## src/rtl/gpio_port_irq.sv

```systemverilog
// gpio_port_irq: memory-mapped GPIO port with per-bit direction, atomic set/clear,
// synchronised inputs and per-bit edge interrupts with write-1-to-clear status.
`default_nettype none

module gpio_port_irq #(
  parameter int unsigned      WIDTH       = 8,
  parameter int unsigned      SYNC_STAGES = 2,
  parameter logic [WIDTH-1:0] RST_OUT     = '0
) (
  input  logic             clk,
  input  logic             rst,
  input  logic [31:0]      Address,
  input  logic [31:0]      DataIn,
  output logic [31:0]      DataOut,
  input  logic             Select,
  input  logic             WriteEn,
  input  logic [WIDTH-1:0] GPIO_Port_In,
  output logic [WIDTH-1:0] GPIO_Port_Out,
  output logic [WIDTH-1:0] GPIO_Port_Oe,
  output logic             Irq
);

  localparam logic [2:0] ADDR_OUT    = 3'd0;
  localparam logic [2:0] ADDR_IN     = 3'd1;
  localparam logic [2:0] ADDR_DIR    = 3'd2;
  localparam logic [2:0] ADDR_IEN    = 3'd3;
  localparam logic [2:0] ADDR_EDGE   = 3'd4;
  localparam logic [2:0] ADDR_STATUS = 3'd5;
  localparam logic [2:0] ADDR_SET    = 3'd6;
  localparam logic [2:0] ADDR_CLR    = 3'd7;

  logic [2:0]       addr;
  logic             wr_en;
  logic [WIDTH-1:0] wdata;

  logic [SYNC_STAGES-1:0][WIDTH-1:0] sync_q;
  logic [WIDTH-1:0] sync;
  logic [WIDTH-1:0] prev_q;
  logic [WIDTH-1:0] evt;

  logic [WIDTH-1:0] out_q,    out_d;
  logic [WIDTH-1:0] dir_q,    dir_d;
  logic [WIDTH-1:0] ien_q,    ien_d;
  logic [WIDTH-1:0] edge_q,   edge_d;
  logic [WIDTH-1:0] status_q, status_d;
  logic [WIDTH-1:0] clr_mask;
  logic [WIDTH-1:0] rd_sel;

  logic unused_bits;

  assign addr        = Address[4:2];
  assign wr_en       = Select & WriteEn;
  assign wdata       = DataIn[WIDTH-1:0];
  assign unused_bits = ^{Address[31:5], Address[1:0], DataIn};

  assign sync = sync_q[SYNC_STAGES-1];

  // Polarity comes from the registered EDGE value, so an EDGE write only
  // affects events evaluated at later edges.
  for (genvar i = 0; i < WIDTH; i++) begin : g_evt
    assign evt[i] = edge_q[i] ? (sync[i] & ~prev_q[i]) : (~sync[i] & prev_q[i]);
  end

  always_comb begin
    out_d    = out_q;
    dir_d    = dir_q;
    ien_d    = ien_q;
    edge_d   = edge_q;
    clr_mask = '0;
    if (wr_en) begin
      case (addr)
        ADDR_OUT:    out_d    = wdata;
        ADDR_DIR:    dir_d    = wdata;
        ADDR_IEN:    ien_d    = wdata;
        ADDR_EDGE:   edge_d   = wdata;
        ADDR_STATUS: clr_mask = wdata;
        ADDR_SET:    out_d    = out_q | wdata;
        ADDR_CLR:    out_d    = out_q & ~wdata;
        default:     ;
      endcase
    end
    // Event set takes priority over a same-edge write-1-to-clear.
    status_d = (status_q & ~clr_mask) | evt;
  end

  always_ff @(negedge clk or posedge rst) begin
    if (rst) begin
      sync_q   <= '0;
      prev_q   <= '0;
      out_q    <= RST_OUT;
      dir_q    <= '0;
      ien_q    <= '0;
      edge_q   <= '1;
      status_q <= '0;
    end else begin
      sync_q   <= {sync_q[SYNC_STAGES-2:0], GPIO_Port_In};
      prev_q   <= sync;
      out_q    <= out_d;
      dir_q    <= dir_d;
      ien_q    <= ien_d;
      edge_q   <= edge_d;
      status_q <= status_d;
    end
  end

  always_comb begin
    rd_sel = '0;
    case (addr)
      ADDR_OUT:    rd_sel = out_q;
      ADDR_IN:     rd_sel = sync;
      ADDR_DIR:    rd_sel = dir_q;
      ADDR_IEN:    rd_sel = ien_q;
      ADDR_EDGE:   rd_sel = edge_q;
      ADDR_STATUS: rd_sel = status_q;
      ADDR_SET:    rd_sel = '0;
      ADDR_CLR:    rd_sel = '0;
      default:     rd_sel = '0;
    endcase
    DataOut = '0;
    if (Select) begin
      DataOut[WIDTH-1:0] = rd_sel;
    end
  end

  assign GPIO_Port_Out = out_q;
  assign GPIO_Port_Oe  = dir_q;
  assign Irq           = |(status_q & ien_q);

endmodule

`default_nettype wire

```

## config.mk

```make
export PLATFORM = sky130hd
export DESIGN_NAME = gpio_port_irq
export DESIGN_NICKNAME = d
export VERILOG_FILES = /design/src/rtl/gpio_port_irq.sv
export SDC_FILE = /design/constraint.sdc
export NUM_CORES = 1
export LEC_CHECK = 0
export ABC_AREA = 1
export CORE_UTILIZATION = 45
export DETAILED_ROUTE_END_ITERATION = 8
export PLACE_DENSITY_LB_ADDON = 0.05
export SYNTH_ARGS = -nofsm -noshare
export SYNTH_HDL_FRONTEND = slang
export SYNTH_SLANG_ARGS = --single-unit
```

## constraint.sdc

```tcl
create_clock -name clk -period 2.4 [get_ports clk]
set_clock_uncertainty 0.2 [all_clocks]
set_input_delay 0.36 -clock clk [delete_from_list [all_inputs] [get_ports clk]]
set_output_delay 0.36 -clock clk [all_outputs]
set_load 0.005 [all_outputs]
```

# == Word-level counts from Yosys, hierarchy flattened ==
# Index checks and enable logic that the tools add are counted.
# op_classes
multipliers,0
shift,0
mux,13
div_mod_pow,0
bitwise,40
n_reduce_logical,8
eq_ne,7
n_addsub,0
order_cmp,0
# op_table
cell,n
$pmux W8 S7,1
$and A8 B8 Y8,3
$mux W8,3
$pmux W8 S3,1
$and A1 B1 Y1,17
$not A1 Y1,16
$not A8 Y8,2
$or A8 B8 Y8,2
$eq A3 B3 Y1 const B,4
$mux W1,8
$reduce_and A2 Y1,4
$reduce_or A8 Y1,1
$eq A3 B2 Y1 const B,2
$eq A3 B1 Y1 const B,1
$logic_not A3 Y1,1
$reduce_bool A3 Y1,1
$reduce_or A2 Y1,1
# word_totals
rom_bits,0
output_inout_bits,49
ram_bits,0
latchBits,0
regBits,64
in_bits,76
wordCells,76
mem_count,0

# == Logic depth before layout (Yosys ltp) ==
# logic_depth
word_depth,6
mapped_depth,8
ltp_nobuf,7

==> flow_results.org <==
** Synthesis
- For this run, the number of Yosys warnings is 0.
- Avg Cell Area, Syn :: between 8 and 9 sq um
- Yosys mapped a number of flops with a built-in enable equal to 0.
- Most frequent cells after synthesis :: nand2_1, dfrtn_1, nand3_1, o21ai_0, buf_4
- Number of instances in the synthesized netlist :: between 300 and 400
- Synth unique cells :: 27
- Cell type with the largest total area after synthesis :: dfrtn_1
- Fraction of registers with async set/reset :: 1.00
- After synthesis, the cell types taking the most area are dfrtn_1, nand2_1, dfstp_2.
- The synthesized netlist occupies a cell area of approximately 0.0034 sq mm.
- Total of flip-flops plus latches after synthesis :: between 60 and 70
- Most frequently used cell type in the post-synthesis netlist :: nand2_1
- Of the synthesized area, sequential elements account for 0.479.
- Of the post-synthesis cell area, the dominant cell type holds 0.416.
- In the synthesized netlist the dominant register cell turns out to be dfrtn_1.

** Clock tree
- TritonCTS built the clock tree.
- Cts bufs inserted :: 9
- The later pin in the worst-skew pair is clocked with a latency of ~0.4 ns.
- CTS built an H-tree with a depth of 3.
- Clock sinks :: between 60 and 70
- In this run the deepest clock path goes through 2 buffers.
- In this run the clock root is driven by a clkbuf_8.
- After clock tree synthesis, the clock-pin slew on the worst setup and hold paths is ~0.060 ns.

** STA
- Worst hold slack after final layout :: roughly 0.094 ns
- The hold violation total from the final report came to 0.
- Endpoints failing setup :: 33
- RSZ-0062 raised after global routing :: true
- In the post-route analysis, the smallest setup slack over all paths is -0.743 ns.
- Slew Viols, Final :: 0

** Run status
- Failing checks :: setup timing
- The flow ran to the end, but the final reports show violations.

** Floorplanning
- Std cell rows :: 31
- After floorplanning, the core was sized to cover 0.00725 sq mm.
- Floorplan die area :: 0.00783 sq mm
- Pin placement for this block handled about 130 I/O pins.
- For this configuration, the core starts out at a cell density of 0.464.
- Die outline height :: 88.5 um
- Die boundary width :: between 80 and 90 um

** Final layout
- Layout Utilization :: 0.733
- Fin nets :: between 600 and 700
- In the final layout, the share of cells above drive strength 1 is 0.451.
- Ant diodes :: 0
- Post-route cell area :: between 0.005 and 0.006 sq mm
- The layout has 555 filler cells.
- The area growth from synthesis to layout is 58.0%.

** Drt
- After detailed routing, the average wire length per cell comes to 16.4 um.
- The detailed router finished its first iteration with 243 violations.
- The count of nets left with antenna violations once routing finished came out at 0.
- After detailed routing, the number of remaining DRC violations is 0.
- Number of vias after detailed routing :: between 3000 and 4000
- The first detailed-routing pass ran for 5 iterations.
- Dividing the detail-routed via count by the number of cells gives 5.27.
- Total Wirelength :: approximately 11000 um

** Setup path
- Delay-heaviest family, CP :: flip-flops
- The critical path contains buffers and inverters numbering 2 combined.
- For the worst setup path, the data required time is around 1.8 ns.
- The critical path goes through buf_6, a221oi_2, nand2_1, buf_2.
- At the worst endpoint, the arrival time is roughly 2.6 ns.
- Slowest-stage cell, CP :: dfrtn_1
- The largest single stage delay on the critical path is approximately 0.4 ns.
- Startpoint-to-endpoint class of the critical path :: register to output pin
- Critical-path maximum fanout :: 3
- Type of origin of the critical path :: register
- The worst setup path is captured at an output pin.

** GRT
- Entering global routing, the biggest net connects 22 pins.
- Number of antenna violations at the first check in global routing :: 0
- The via count of the first global-routing pass came to between 3000 and 4000.
- Wire length of the first global-routing pass :: around 16000 um
- Total routing usage reported by global routing :: 0.290
- Total overflow reported by the global router :: 0

** Placed design
- Place WS :: -0.774 ns
- Cell Area, Placed :: about 0.0046 sq mm
- Summed over all nets, the half-perimeter wirelength after detailed placement is 7330 um.
- Quantity of I/O buffers inserted on ports :: 47
- The congestion estimate from routability-driven global placement came to roughly 0.92.

** Pwr
- Summed over all cells, the static leakage comes to 2.59 nW.
- Peak supply drop :: between 0.0003 and 0.0004 V
- Pwr dens :: 647 mW/mm^2

** Run
- Maxcap violations :: 0

** Worst hold path
- The worst hold path belongs to the class register to register.
-- cells by family (layout without fill, tap and decap cells) --
family,after synthesis,after routing,synth area share
AOI/OAI and AO/OA,70,70,0.127
buffers and inverters,60,211,0.117
and+or+nand+nor,190,194,0.276
DFF,64,64,0.479
other,1,24,0.00111
-- state kept, by name, indices dropped and copies added (netlist names) --
register and flops:
ien_q 8, sync_q 8, GPIO_Port_Oe 8, edge_q 8, prev_q 8, status_q 8, sync 8, GPIO_Port_Out 8
-- final timing paths --
path | slack (ns) | from | cells after the start | to
worst max-delay path | -0.74 | status_q[1] | 4 | Irq
worst min-delay path | 0.09 | sync_q[6] | 0 | sync[6]
worst max register to register | 0.96 | GPIO_Port_Out[6] | 6 | GPIO_Port_Out[6]
worst min register to register | 0.09 | sync_q[6] | 0 | sync[6]
max in group asynchronous | 0.40 | rst | 4 | GPIO_Port_Oe[4]
min in group asynchronous | 1.28 | rst | 3 | ien_q[4]
-- power breakdown --
part | switching, mW | internal, mW
registers | 0.0964 | 1.25
logic | 0.501 | 0.590
clock network | 0.499 | 0.502
total | 1.10 | 2.35
-- timing repair --
action                                  in CTS  in global routing
gates cloned                                 4                  1
hold buffers                                 0                  0
resized for setup                          172                 33
endpoints found under the setup margin      65                 57
pin swaps                                   26                 16
setup buffers                               43                  7
-- per-layer routing --
layer / part of all wire / up-vias / GRT usage
li1: - / 1628 / -
met1: 0.42 / 1684 / 0.379
met2: 0.50 / 151 / 0.482
met3: 0.055 / 28 / 0.0466
met4: 0.030 / 0 / 0.122
met5: 0 / - / 0
-- cell type report --
type | instances | area [sq um] | area share
clock buffer | 9 | 124 | 0.0233
clock inverter | 15 | 106 | 0.0200
inverter | 21 | 130 | 0.0245
multi-input combinational | 288 | 1750 | 0.329
sequential | 64 | 1610 | 0.303
tap | 99 | 124 | 0.0233
timing repair buffer | 165 | 1470 | 0.275
timing repair inverter | 1 | 8.76 | 0.00165
-- through the flow --
stage,std cells,total power [mW],setup TNS [ns]
2_1_floorplan,408,1.79,-3.47
3_3_place_gp,599,2.26,-40.98
3_5_place_dp,599,2.28,-41.40
4_1_cts,666,3.46,-12.25
5_1_grt,662,3.63,-12.92
6_report,662,3.44,-11.63
-- worst register-to-register path, delay by kind of cell, from the launching register on --
family          cells  cell delay [ns]
compound gates      1             0.20
buf+inv             2             0.26
flops               1             0.35
simple gates        3             0.28
-- layout by cell type, fill, tap and decap left out, types with 6 or more instances in the layout --
cell type        instances
a21oi_1                  9
buf_12                   6
buf_2                   11
buf_4                   93
buf_6                   36
clkbuf_8                 9
clkdlybuf4s50_1          9
conb_1                  24
dfrtn_1                 56
dfstp_2                  8
dlygate4sd2_1            8
inv_1                   22
nand2_1                 82
nand2_2                 18
nand2_4                  6
nand3_1                 19
nand3_2                 19
nand3_4                  7
nand4_1                 19
nor2_1                  15
o211ai_1                16
o21ai_0                  8
o21ai_1                 22
o21ai_2                 10
No activity file was read; power rests on OpenSTA's default activity.
